`config.mk`:
```
export PLATFORM = sky130hd
export DESIGN_NAME = lsu_mem_ctrl
export DESIGN_NICKNAME = d
export VERILOG_FILES = /design/src/rtl/lsu_pkg.sv /design/src/rtl/lsu_align.sv /design/src/rtl/lsu_mem_ctrl.sv
export SDC_FILE = /design/constraint.sdc
export NUM_CORES = 1
export LEC_CHECK = 0
export CAP_MARGIN = 10
export CORE_MARGIN = 8
export CORE_UTILIZATION = 39
export CTS_CLUSTER_SIZE = 10
export DETAILED_ROUTE_END_ITERATION = 8
export PLACE_DENSITY_LB_ADDON = 0.2
export SETUP_SLACK_MARGIN = 0.5
export SLEW_MARGIN = 0
export SYNTH_ARGS = -nofsm -noshare
export SYNTH_HDL_FRONTEND = slang
export SYNTH_SLANG_ARGS = --single-unit
```
`constraint.sdc`:
```
create_clock -name clk -period 2.9 [get_ports clk]
set_input_delay 0.29 -clock clk [delete_from_list [all_inputs] [get_ports clk]]
set_output_delay 0.29 -clock clk [all_outputs]
set_load 0.01 [all_outputs]
```
`src/rtl/lsu_pkg.sv`:
```
// Shared definitions for the load/store memory controller: access-size encodings,
// FSM state type and the byte-strobe helper.
package lsu_pkg;

    localparam logic [2:0] MODE_B = 3'b001;
    localparam logic [2:0] MODE_H = 3'b010;
    localparam logic [2:0] MODE_W = 3'b100;

    typedef enum logic [1:0] {
        ST_IDLE,
        ST_REQ,
        ST_WAIT,
        ST_RESP
    } lsu_state_e;

    // Any non-byte, non-half mode is handled as a full word.
    function automatic logic [3:0] lsu_strobe(input logic [2:0] mode, input logic [1:0] addr_lo);
        case (mode)
            MODE_B:  lsu_strobe = 4'b0001 << addr_lo;
            MODE_H:  lsu_strobe = addr_lo[1] ? 4'b1100 : 4'b0011;
            default: lsu_strobe = 4'b1111;
        endcase
    endfunction

endpackage

```
`src/rtl/lsu_align.sv`:
```
// Combinational lane logic: store strobe/replication and load extract/extension.
module lsu_align
    import lsu_pkg::*;
(
    input  logic [2:0]  mode,
    input  logic [1:0]  addr_lo,
    input  logic        is_unsigned,
    input  logic [31:0] wdata,
    input  logic [31:0] rdata,
    output logic [3:0]  wstrb,
    output logic [31:0] wdata_rep,
    output logic [31:0] rdata_ext
);

    logic signed [7:0]  byte_sel;
    logic signed [15:0] half_sel;

    always_comb begin
        wstrb = lsu_strobe(mode, addr_lo);
        case (mode)
            MODE_B:  wdata_rep = {4{wdata[7:0]}};
            MODE_H:  wdata_rep = {2{wdata[15:0]}};
            default: wdata_rep = wdata;
        endcase
    end

    always_comb begin
        case (addr_lo)
            2'd0:    byte_sel = rdata[7:0];
            2'd1:    byte_sel = rdata[15:8];
            2'd2:    byte_sel = rdata[23:16];
            default: byte_sel = rdata[31:24];
        endcase
        half_sel = addr_lo[1] ? rdata[31:16] : rdata[15:0];
        case (mode)
            MODE_B:  rdata_ext = is_unsigned ? {24'd0, byte_sel} : 32'(byte_sel);
            MODE_H:  rdata_ext = is_unsigned ? {16'd0, half_sel} : 32'(half_sel);
            default: rdata_ext = rdata;
        endcase
    end

endmodule

```
`src/rtl/lsu_mem_ctrl.sv`:
```
// Load/store memory controller: one access per request, one word-aligned memory transaction,
// response timeout. Define LSU_ALIGN_CHECK_EN to reject misaligned or non-one-hot accesses.
module lsu_mem_ctrl
    import lsu_pkg::*;
#(
    parameter int ADDR_W  = 32,
    parameter int TIMEOUT = 255
) (
    input  logic              clk,
    input  logic              rst,
    input  logic              req_valid,
    output logic              req_ready,
    input  logic              req_we,
    input  logic [2:0]        req_mode,
    input  logic              req_unsigned,
    input  logic [ADDR_W-1:0] req_addr,
    input  logic [31:0]       req_wdata,
    output logic              mem_valid,
    input  logic              mem_ready,
    output logic              mem_we,
    output logic [ADDR_W-1:0] mem_addr,
    output logic [3:0]        mem_wstrb,
    output logic [31:0]       mem_wdata,
    input  logic              mem_rvalid,
    input  logic [31:0]       mem_rdata,
    output logic              rsp_valid,
    output logic [31:0]       rsp_rdata,
    output logic              rsp_err
);

    localparam logic [15:0] TMO = 16'(TIMEOUT);

    lsu_state_e        state_q, state_d;
    logic              we_q, uns_q, err_q;
    logic [2:0]        mode_q, mode_eff;
    logic [ADDR_W-1:0] addr_q;
    logic [31:0]       wdata_q, rdata_q;
    logic [15:0]       cnt_q;
    logic              accept, capture, timeout, cnt_clr, chk_err;
    logic [3:0]        wstrb;
    logic [31:0]       wdata_rep, rdata_ext;

    always_comb begin
        if (req_mode == MODE_B || req_mode == MODE_H) mode_eff = req_mode;
        else                                          mode_eff = MODE_W;
    end

`ifdef LSU_ALIGN_CHECK_EN
    always_comb begin
        chk_err = (req_mode != MODE_B && req_mode != MODE_H && req_mode != MODE_W)
               || (req_mode == MODE_H && req_addr[0])
               || (req_mode == MODE_W && req_addr[1:0] != 2'b00);
    end
`else
    assign chk_err = 1'b0;
`endif

    always_comb begin
        state_d = state_q;
        accept  = 1'b0;
        capture = 1'b0;
        timeout = 1'b0;
        cnt_clr = 1'b0;
        case (state_q)
            ST_IDLE: if (req_valid) begin
                accept  = 1'b1;
                state_d = chk_err ? ST_RESP : ST_REQ;
            end
            ST_REQ: if (mem_ready) begin
                if (we_q) begin
                    state_d = ST_RESP;
                end else if (mem_rvalid) begin
                    capture = 1'b1;
                    state_d = ST_RESP;
                end else begin
                    cnt_clr = 1'b1;
                    state_d = ST_WAIT;
                end
            end
            ST_WAIT: begin
                if (mem_rvalid) begin
                    capture = 1'b1;
                    state_d = ST_RESP;
                end else if (cnt_q == TMO) begin
                    timeout = 1'b1;
                    state_d = ST_RESP;
                end
            end
            default: state_d = ST_IDLE;
        endcase
    end

    // Control state: FSM, timeout counter, error flag
    always_ff @(posedge clk) begin
        if (rst) begin
            state_q <= ST_IDLE;
            cnt_q   <= '0;
            err_q   <= 1'b0;
        end else begin
            state_q <= state_d;
            if (cnt_clr)                 cnt_q <= '0;
            else if (state_q == ST_WAIT) cnt_q <= cnt_q + 16'd1;
            if (accept)       err_q <= chk_err;
            else if (timeout) err_q <= 1'b1;
        end
    end

    // Datapath capture: request fields at accept, load result at capture
    always_ff @(posedge clk) begin
        if (accept) begin
            we_q    <= req_we;
            mode_q  <= mode_eff;
            uns_q   <= req_unsigned;
            addr_q  <= req_addr;
            wdata_q <= req_wdata;
        end
        if (accept || timeout) rdata_q <= '0;
        else if (capture)      rdata_q <= rdata_ext;
    end

    lsu_align u_align (
        .mode        (mode_q),
        .addr_lo     (addr_q[1:0]),
        .is_unsigned (uns_q),
        .wdata       (wdata_q),
        .rdata       (mem_rdata),
        .wstrb       (wstrb),
        .wdata_rep   (wdata_rep),
        .rdata_ext   (rdata_ext)
    );

    // Outputs are gated by state so idle/reset values are always zero.
    assign req_ready = (state_q == ST_IDLE);
    assign mem_valid = (state_q == ST_REQ);
    assign mem_we    = mem_valid && we_q;
    assign mem_addr  = mem_valid ? {addr_q[ADDR_W-1:2], 2'b00} : '0;
    assign mem_wstrb = mem_we ? wstrb : 4'b0000;
    assign mem_wdata = mem_valid ? wdata_rep : 32'd0;
    assign rsp_valid = (state_q == ST_RESP);
    assign rsp_err   = rsp_valid && err_q;
    assign rsp_rdata = rsp_valid ? rdata_q : 32'd0;

endmodule

```
==> results.toml, run 1 <==
[drt]
dr.pass1.iters = 5
wire_per_inst_um = 19.1
drc = 0
ant_nets = 0
viasPerCell = 5.18
vias = 4978
totalWireLength_um = 18400
drt_iter0_drc = 298

[global_route]
antenna_found_initial = 1
grt_max_degree = 43
grt.total_usage = 0.195
grt_pass1_wl_um = 27900
grt_pass1_vias = 5183
overflow = 0

[sta]
fin_crit_sh = 0.904
clock_skew_ns = 0.00947
slew_violations = 0
finalSetupTns_ns = 0
fin_crit_ns = 2.62
slew_headroom = 0.537
fmax_mhz = 382
holdWs_ns = 0.427
hold_viol = 0
setup_violations = 0
rsz0062_at_grt = "true"
tightest_slew_ns = 0.694

[pwr]
ir_drop_v = 0.000488
powerDensity_nw_per_um2 = 824
total_power_w = 0.00721
power.leakage_nw = 3.32

[placed_design]
dpl.hpwl_um = 13200
routabilityCongestion = 0.908
place_inst = 912
io_buffer_count = 208

[setup_path]
crit_arrival_ns = 2.33
cp-end-kind = "output pin"
slowest_stage = "clkdlybuf4s50_1"
slowest_delay_ns = 0.57
crit_required_ns = 2.61
cp-start-kind = "register"
critical_path_class = "reg2out"
path_max_fanout = 9
crit_chain = "nor3b_4 -> or2_4 -> nand2_1 -> a21oi_1 -> clkdlybuf4s50_1"

[clocking]
htree_num_levels = 4
clk_latency_ns = 0.41
cts_root_buf = "clkbuf_16"
cts.reportedPaths.clkPinSlew_ns = 0.05
numCtsBuffers = 17
cts_tree = "yes"
cts_sinks = 120
clk_path_buf_depth = 2

[synthesis]
synthTopCellsByCount = "79 x and2_1, 74 x nand2_1, 69 x edfxtp_1"
yosys_register_bits = 120
yosys.area.top_type_share = 0.361
ys.flop_type = "edfxtp_1"
synth_cell_types = 62
synthTopCellsByArea = "edfxtp_1 36%, dfxtp_1 18%, and2_1 8.6%"
avgSynthCellArea_um2 = 10.5
ys_warn_count = 0
yosysSeqAreaShare = 0.539
synthCells = 546
synthMostInstantiatedCell = "and2_1"
yosysTopAreaCell = "edfxtp_1"
async_flop_share = 0
synth_edf_count = 69
syn-cell-area_um2 = 5740

[floorplanning]
die_area_um2 = 18900
die_h_um = 137
core.rowCount = 44
die_w_um = 137
fp.coreArea_um2 = 14500
start_util = 0.396
boundaryPins = 211

[final_layout]
fin_nets = 875
regArea_um2 = 3090
nFillCells = 1233
syn_to_final_growth_pct = 52.5
final_cells = 961
multiInputGateArea_um2 = 2430
layout-drive-gt1-share = 0.112
utilization = 0.604

[min_path]
hold_class = "in2reg"

[flow_run]
maxCapViolCount = 0

[outcome]
status = "finished, final reports clean"
[layout make-up]
cell class	instances	area share
clock buffers	18	0.0490
clock inverters	14	0.0262
well taps	184	0.0263
inverters	9	0.00429
diodes	1	0.000286
multi-input cells	379	0.278
flip-flops and latches	120	0.354
repair buffers	236	0.262
[through the flow]
stage,instance area (µm²),setup WS [ns]
after floorplan,5750,0.644
after global placement,7940,0.610
after detailed placement,7940,0.620
after CTS,8670,0.319
after global routing,8750,0.160
final,8750,0.279
[final timing paths]
| kind | start | endpoint | slack (ns) | depth (start not counted) |
|---|---|---|---|---|
| setup / recovery | mode_q[0]$_SDFFCE_PN0P_ | mem_wdata[20] | 0.28 | 5 |
| hold / removal | req_wdata[15] | wdata_q[15]$_DFFE_PP_ | 0.43 | 1 |
| setup reg to reg | addr_q[1]$_DFFE_PP_ | rdata_q[28]$_SDFFE_PP0P_ | 0.71 | 4 |
| hold reg to reg | rdata_q[30]$_SDFFE_PP0P_ | rdata_q[30]$_SDFFE_PP0P_ | 0.49 | 2 |
[what timing repair did]
| action | in CTS | in global routing |
|---|---|---|
| pin swaps | 1 | 5 |
| gates cloned | 0 | 2 |
| setup buffers | 8 | 6 |
| setup endpoints to repair | 68 | 51 |
| hold buffers | 0 | 0 |
| resized for setup | 31 | 21 |
[sequential cells by signal, indices dropped and copies added, names as in the netlist]
name and count:
addr_q 32, cnt_q 16, err_q 1, mode_q 3, rdata_q 32, state_q 2
uns_q 1, wdata_q 32, we_q 1
[power breakdown]
| group | switching, W | internal (W) |
|---|---|---|
| clock network | 0.000750 | 0.00160 |
| registers | 0.000232 | 0.00228 |
| logic | 0.00121 | 0.00114 |
[layer usage]
metal  track usage  wire [µm]  vias up
li1              -          -     2389
met1         0.220       7290     2351
met2         0.301       8690      220
met3         0.106       2150       18
met4        0.0797        250        0
met5             0          0        -
[worst max-delay path, delay by kind of cell, from the launching register on]
| family | cells | cell delay [ns] |
|---|---|---|
| AND/OR/NAND/NOR | 3 | 0.66 |
| flip-flops | 1 | 0.48 |
| AO/OA/AOI/OAI | 1 | 0.19 |
| buffers and inverters | 1 | 0.57 |
[cell families (layout without fill, tap and decap cells)]
kind of cell | after synthesis | count (layout) | synth area share
AO/OA/AOI/OAI | 107 | 107 | 0.128
XOR/XNOR | 8 | 8 | 0.0122
adder cells (fa/ha/maj) | 6 | 6 | 0.0131
buffers and inverters | 48 | 277 | 0.0434
flip-flops | 120 | 120 | 0.539
multiplexers | 12 | 12 | 0.0392
other | 1 | 3 | 0.000653
AND/OR/NAND/NOR | 244 | 244 | 0.225
[layout by cell type, fill, tap and decap left out, types with 6 or more instances in the layout]
cell	n
a211oi_1	29
a21oi_1	28
a221oi_1	7
a22oi_1	9
a31oi_1	9
and2_1	79
buf_4	22
bufinv_16	6
clkbuf_16	18
clkbuf_2	6
clkdlybuf4s50_1	186
dfxtp_1	50
dlygate4sd2_1	13
edfxtp_1	69
inv_1	8
mux4_2	7
nand2_1	73
nand2b_1	6
nor2_1	47
Note: power is estimated with default switching activity, not from simulation.
==> run 2, diff against run 1 <==
--- a/config.mk
+++ b/config.mk
@@ -5,6 +5,7 @@
 export SDC_FILE = /design/constraint.sdc
 export NUM_CORES = 1
 export LEC_CHECK = 0
+export ABC_AREA = 1
 export CAP_MARGIN = 10
 export CORE_MARGIN = 8
 export CORE_UTILIZATION = 39
==> run 2 against run 1 <==
  * Count of clock-buffer cells in the layout unchanged
  * Hold slack about the same
  * Via count up 21%
  * Critical path type unchanged
==> results.toml, run 2 <==
[sta]
fin_crit_sh = 0.864
tightest_slew_ns = 0.587
rsz0062_at_grt = "true"
setup_violations = 0
hold_viol = 0
fmax_mhz = 399
finalSetupTns_ns = 0
slew_headroom = 0.607
fin_crit_ns = 2.51
clock_skew_ns = 0.00683
slew_violations = 0

[global_route]
grt_max_degree = 65
grt.total_usage = 0.194
grt_pass1_vias = 5724
grt_pass1_wl_um = 30500
antenna_found_initial = 0
overflow = 0

[setup_path]
crit_arrival_ns = 2.22
path_max_fanout = 7
crit_required_ns = 2.61
cp-start-kind = "register"
cp-end-kind = "output pin"
critical_path_class = "reg2out"

[clocking]
cts_tree = "yes"
hold_buffers = 0
cts_sinks = 120
htree_num_levels = 4
cts.reportedPaths.clkPinSlew_ns = 0.06
cts_root_buf = "clkbuf_16"
clk_path_buf_depth = 2
clk_latency_ns = 0.41
numCtsBuffers = 17

[placed_design]
place_inst = 1200
io_buffer_count = 208
routabilityCongestion = 0.878
dpl.hpwl_um = 14200

[final_layout]
regArea_um2 = 3090
syn_to_final_growth_pct = 49.1
fin_nets = 1136
diodes = 0
layout-drive-gt1-share = 0.118
nFillCells = 1424
final_cells = 1253
multiInputGateArea_um2 = 2470
final_cell_mix = "188 x nand2_1, 184 x clkdlybuf4s50_1, 126 x inv_1, 104 x nor2_1, 69 x edfxtp_1"
final_common_cell = "nand2_1"
top_regs = "addr_q: 32 flops, rdata_q: 32 flops, wdata_q: 32 flops"

[pwr]
combPwrFrac = 0.379
seq_power_share = 0.354
switching_share = 0.345
ir_drop_v = 0.000635
power.leakage_nw = 4.19
netSwitchingPower_w = 0.00249
pwr-share-clk = 0.267
internal_power_w = 0.00471
powerDensity_nw_per_um2 = 776

[floorplanning]
fp.coreArea_um2 = 15700
start_util = 0.396
die_area_um2 = 20200
core.rowCount = 46
die_h_um = 142
die_w_um = 142
boundaryPins = 211

[drt]
dr.pass1.iters = 6
wire_per_inst_um = 15.7
drt_iter0_drc = 386
viasPerCell = 4.81
totalWireLength_um = 19700
drc = 0
ant_nets = 0
vias = 6030

[synthesis]
yosys_register_bits = 120
yosysTopAreaCell = "edfxtp_1"
async_flop_share = 0
synthTopCellsByCount = "190 x nand2_1, 128 x inv_1, 108 x nor2_1"
ys_warn_count = 0
synthTopCellsByArea = "edfxtp_1 33%, dfxtp_1 16%, nand2_1 11%"
ys.flop_type = "edfxtp_1"
syn-cell-area_um2 = 6220
yosysSeqAreaShare = 0.497
synth_cell_types = 36
yosys.area.top_type_share = 0.333
synthMostInstantiatedCell = "nand2_1"
synthCells = 802
synth_edf_count = 69
avgSynthCellArea_um2 = 7.76

[min_path]
hold_class = "in2reg"

[outcome]
status = "finished, final reports clean"

[flow_run]
maxCapViolCount = 0
run 2: changes by cell type in the layout (fill, tap and decap cells not counted), sizes merged, moves of 22 or more:
cell    previous run  this run
a211oi            30         1
inv                8       136
nand3              3        25
o211ai             0        34
and2              80         0
o21ai              6        70
nand2             74       194
nor2              49       131
run 2: routing by layer:
metal | global-route usage | vias to the layer above | routed length, µm
li1 | - | 2986 | -
met1 | 0.232 | 2777 | 8260
met2 | 0.310 | 241 | 9290
met3 | 0.0701 | 26 | 1770
met4 | 0.0811 | 0 | 405
met5 | 0 | - | 0
run 2: power by group through the flow:
stage	sequential [W]	combinational, W	clock [W]
after floorplan	0.00251	0.00147	0
after global placement	0.00257	0.00261	0
after detailed placement	0.00257	0.00263	0
after CTS	0.00255	0.00270	0.00197
after global routing	0.00260	0.00300	0.00203
final	0.00255	0.00273	0.00192
run 2: layout make-up:
cell class                      instances  area share
Multi-Input combinational cell        508       0.266
Inverter                              136      0.0557
Timing Repair Buffer                  240       0.257
Tap cell                              216      0.0291
Timing Repair inverter                  1    0.000809
Clock buffer                           18      0.0463
Clock inverter                         14      0.0117
Sequential cell                       120       0.334
run 2: worst max-delay path, cell delays in order (launching register included):
cell and delay [ns]:
edfxtp_1 0.43, buf_4 0.17, nand3_4 0.10, nand2_4 0.08, inv_4 0.09, buf_4 0.17, o21ai_2 0.08, nor2_1 0.12
clkdlybuf4s50_1 0.56
run 2: kinds of logic after synthesis:
| kind of cell | synth area share |
|---|---|
| AO/OA/AOI/OAI | 0.131 |
| XOR/XNOR | 0.00282 |
| other | 0.000603 |
| flip-flops | 0.497 |
| buffers and inverters | 0.116 |
| AND/OR/NAND/NOR | 0.241 |
| adder cells (fa/ha/maj) | 0.0121 |
run 2: final timing paths:
check	start	end	slack, ns	depth (start not counted)
min reg2reg	cnt_q[1]$_SDFFE_PP0P_	cnt_q[1]$_SDFFE_PP0P_	0.49	2
min	req_addr[5]	addr_q[5]$_DFFE_PP_	0.43	1
max	mode_q[0]$_SDFFCE_PN0P_	mem_wdata[24]	0.39	8
max reg2reg	state_q[0]$_SDFFE_PP0P_	rdata_q[24]$_SDFFE_PP0P_	0.99	8
run 2: per-stage QoR:
| stage | setup slack [ns] | util | hold slack, ns | total power, W | instance area [µm²] |
|---|---|---|---|---|---|
| 6_report | 0.393 | 0.590 | 0.427 | 0.00720 | 9280 |
| 5_1_grt | 0.306 | 0.590 | 0.410 | 0.00763 | 9280 |
| 4_1_cts | 0.326 | 0.586 | 0.406 | 0.00722 | 9200 |
| 3_5_place_dp | 0.522 | 0.541 | 0.478 | 0.00520 | 8500 |
| 3_3_place_gp | 0.521 | 0.541 | 0.473 | 0.00518 | 8500 |
| 2_1_floorplan | 0.503 | - | 0.362 | 0.00397 | 6230 |
run 2: what timing repair did:
| action | in CTS | in global routing |
|---|---|---|
| pin swaps | 2 | 1 |
| setup endpoints to repair | 65 | 35 |
| gates resized for setup | 40 | 18 |
| buffers inserted | 10 | 8 |
| cloned | 3 | 0 |
==> RTL edit 1 (config.mk and constraints of run 2) <==
Add a define of `LSU_ALIGN_CHECK_EN`.
--- a/src/rtl/lsu_mem_ctrl.sv
+++ b/src/rtl/lsu_mem_ctrl.sv
@@ -1,5 +1,7 @@
 // Load/store memory controller: one access per request, one word-aligned memory transaction,
 // response timeout. Define LSU_ALIGN_CHECK_EN to reject misaligned or non-one-hot accesses.
+`define LSU_ALIGN_CHECK_EN
+
 module lsu_mem_ctrl
     import lsu_pkg::*;
 #(
Behaviour: not the same (a bounded check fails within 4 cycles, from zero or initial values and one cycle with rst high).
==> RTL edit 1 against run 2 <==
Sequential cell count is the same. Maximum frequency grew 1.1%. Utilization grew 1.3 points. Critical endpoint is now mem_wdata[8]. Cell area fell by 1.1%. Routed wire length decreased by 4.7%. Synthesized cell count decreased by 0.87%. Synthesized area fell by 2.3%. Die area down 2.1%. Clock power rose by 13%. Power down 4.8%. Sequential power decreased by 2%. Setup slack gained 0.026 ns. Combinational power shrank 19%.
==> RTL edit 1: results <==
{
  "worstReg2RegEnd": "rdata_q[20]",
  "worstHoldStart": "req_wdata[16]",
  "num-nonclk-inverters": 140,
  "ctsResizeCount": 38,
  "r2r_cells": 9,
  "fin_hold_ws_ns": 0.428,
  "multiInputGateArea_um2": 2360,
  "crit_fanout": 27,
  "final-clk-cell-share_pct": 6.64,
  "synth_common_cells": "nand2_1, inv_1, nor2_1, o21ai_0, edfxtp_1",
  "multi_input_gates": 505,
  "sh_seq_area_pct": 33.7,
  "dp_hpwl_um": 13600,
  "whs_endpoint": "wdata_q[16]",
  "gp_congestion": 0.865,
  "grt_pass1_vias": 5619,
  "gr-usage-all-layers_pct": 18.9,
  "r2r-start": "state_q[1]",
  "irDropWorstVdd_uv": 411,
  "post_cts_buffers": 5,
  "synth-seq-area-share_pct": 50.9,
  "skew_ns": 0.00851,
  "met2_usage_pct": 31.0,
  "status": "finished clean",
  "drive_gt1_share_pct": 8.11,
  "finalNetCount": 1121,
  "initialDrtViolationCount": 372,
  "cp.arrival_ns": 2.19,
  "power.leakage_nw": 4.43
}
==> RTL edit 1: power by group <==
| group | total (W) | internal [W] | leakage, nW | switching, W |
|---|---|---|---|---|
| combinational | 0.00220 | 0.000989 | 3.06 | 0.00121 |
| clock | 0.00217 | 0.00142 | 0.295 | 0.000744 |
| sequential | 0.00249 | 0.00229 | 1.07 | 0.000196 |
==> RTL edit 1: routing by layer <==
layer / part of all wire (%) / wire length, um / up-vias
met5: 0 / 0 / -
met4: 2.3 / 438 / 0
met3: 9.9 / 1850 / 28
met2: 49 / 9150 / 214
met1: 39 / 7350 / 2583
li1: - / - / 2928
==> RTL edit 1: logic make-up (layout without fill, tap and decap cells) <==
logic type / after synthesis / count (layout) / share of synthesized area (%)
and+or+nand+nor: 355 / 355 / 24.2
xor gates and xnor gates: 3 / 3 / 0.432
buffers and inverters: 171 / 398 / 11.3
AOI/OAI and AO/OA: 140 / 140 / 12.1
DFF: 120 / 120 / 50.9
other: 1 / 2 / 0.0617
adders and majority gates: 5 / 5 / 1.03
==> RTL edit 1: per-stage QoR <==
step / utilization, % / power (W) / cell area (um2)
2_1_floorplan: - / 0.00360 / 6080
3_3_place_gp: 54.9 / 0.00457 / 8350
3_5_place_dp: 54.9 / 0.00458 / 8350
4_1_cts: 59.9 / 0.00688 / 9100
5_1_grt: 60.4 / 0.00725 / 9180
6_report: 60.4 / 0.00686 / 9180
==> RTL edit 1: worst max path at each step <==
stage	start	to	slack, ns	cells after the start
after CTS	mode_q[1]	mem_wdata[10]	0.34	8
after detailed placement	mode_q[1]	mem_wdata[10]	0.47	8
after floorplan	state_q[0]	addr_q[0]	0.68	4
final	mode_q[1]	mem_wdata[8]	0.42	8
after global placement	mode_q[1]	mem_wdata[15]	0.50	8
after global routing	mode_q[1]	mem_wdata[8]	0.32	8
==> RTL edit 2 (settings of run 2) <==
Without the edit above. The 4 states of `lsu_state_e` get a Gray code encoding in 2 bits.
--- a/src/rtl/lsu_pkg.sv
+++ b/src/rtl/lsu_pkg.sv
@@ -7,10 +7,10 @@
     localparam logic [2:0] MODE_W = 3'b100;
 
     typedef enum logic [1:0] {
-        ST_IDLE,
-        ST_REQ,
-        ST_WAIT,
-        ST_RESP
+        ST_IDLE = 2'b00,
+        ST_REQ  = 2'b01,
+        ST_WAIT = 2'b11,
+        ST_RESP = 2'b10
     } lsu_state_e;
 
     // Any non-byte, non-half mode is handled as a full word.
Check against the original RTL: no difference found for any inputs over 10 cycles, from zero or initial values and one cycle with rst high; not proved beyond that.
==> RTL edit 2 against run 2 <==
Critical path depth is 1 lower. Cell area is 1.4% lower. Synthesized area is 4.2% lower. Global-route usage is 0.51 points lower. Setup slack better by 0.056 ns. Register-to-register slack better by 0.16 ns. Sequential cell count stayed put. Routed wire length is 3.3% lower. Non-clock buffer count is 6 lower. Critical endpoint is now mem_wdata[15]. Largest cell class unchanged.
Power is not compared: it rests on default switching activity, and its combinational part moved more than twofold at a synthesized area within 25%.
==> RTL edit 2: results <==
{
  "status": "finished clean",
  "synth_common_cells": "nor2_1, nand2_1, inv_1, edfxtp_1, o21ai_0",
  "synth-adder-area-share_pct": 0.210,
  "critPathLaunch": "mode_q[2]",
  "met1_usage_pct": 21.6,
  "skew_ns": 0.00651,
  "whs_endpoint": "addr_q[8]",
  "highest_layer": "met5",
  "ctsResizeCount": 19,
  "fin_ws_ns": 0.449,
  "synth-xor-area-share_pct": 0.147,
  "use_met3_pct": 7.73,
  "worstHoldStart": "req_addr[8]",
  "routed_wl_um": 19100,
  "initialDrtViolationCount": 393,
  "drive_gt1_share_pct": 7.71,
  "met2_usage_pct": 30.5,
  "synth_compound_area_share_pct": 8.82,
  "route.met2.wl_um": 9070,
  "crit_fanout": 17,
  "worstReg2RegEnd": "rdata_q[31]",
  "dp_hpwl_um": 13700,
  "rrSetupSlack_ns": 1.15,
  "synth-seq-area-share_pct": 51.9,
  "wl_met3_um": 1800,
  "finalNetCount": 1118,
  "ys_top_cells_by_area": "edfxtp_1, dfxtp_1, nor2_1",
  "grt_first_pass_wirelength_um": 28700,
  "dr.pass1.iters": 7,
  "yosys.cell_types.count": 32,
  "slowest_delay_ns": 0.54,
  "post-place-ws_ns": 0.728,
  "wl_met1_um": 7740
}
RTL edit 2: cell types whose count changed in the layout (fill, tap and decap cells not counted), sizes merged, moves of 12 or more:
cell / run 2 / this run
o21ai: 70 / 58
nand2: 194 / 160
nor2: 131 / 201
dlymetal6s2s: 2 / 24
o211ai: 34 / 8
nand3: 25 / 37
RTL edit 2: power breakdown:
part | internal (W) | leakage [nW] | switching, W | total [W]
sequential | 0.00193 | 1.07 | 0.0000434 | 0.00198
combinational | 0.000383 | 2.95 | 0.000418 | 0.000801
clock | 0.00160 | 0.319 | 0.000750 | 0.00235
total | 0.00392 | 4.34 | 0.00121 | 0.00513
RTL edit 2: kinds of logic (layout without fill, tap and decap cells):
logic type / Yosys count / after routing
fa+ha+maj: 1 / 1
xor+xnor: 1 / 1
flops: 120 / 120
simple gates: 410 / 410
compound gates: 97 / 97
buf+inv: 163 / 393
other cells: 1 / 2
RTL edit 2: stage by stage:
stage / utilization (%) / std cells / area [um2] / power, W / hold WS, ns
2_1_floorplan: - / 794 / 5970 / 0.00237 / 0.389
3_3_place_gp: 54.4 / 1167 / 8210 / 0.00277 / 0.452
6_report: 60.6 / 1212 / 9150 / 0.00513 / 0.428
5_1_grt: 60.6 / 1212 / 9150 / 0.00535 / 0.407
4_1_cts: 58.9 / 1199 / 8890 / 0.00514 / 0.409
3_5_place_dp: 54.4 / 1167 / 8210 / 0.00278 / 0.453
RTL edit 2: layout make-up:
class,count,area (um2),area share (%)
Multi-Input combinational cell,511,2240,24.5
Clock buffer,18,429,4.69
Tap cell,188,235,2.57
Inverter,127,484,5.29
Sequential cell,120,3090,33.8
Clock inverter,14,228,2.49
Timing Repair Buffer,234,2440,26.6
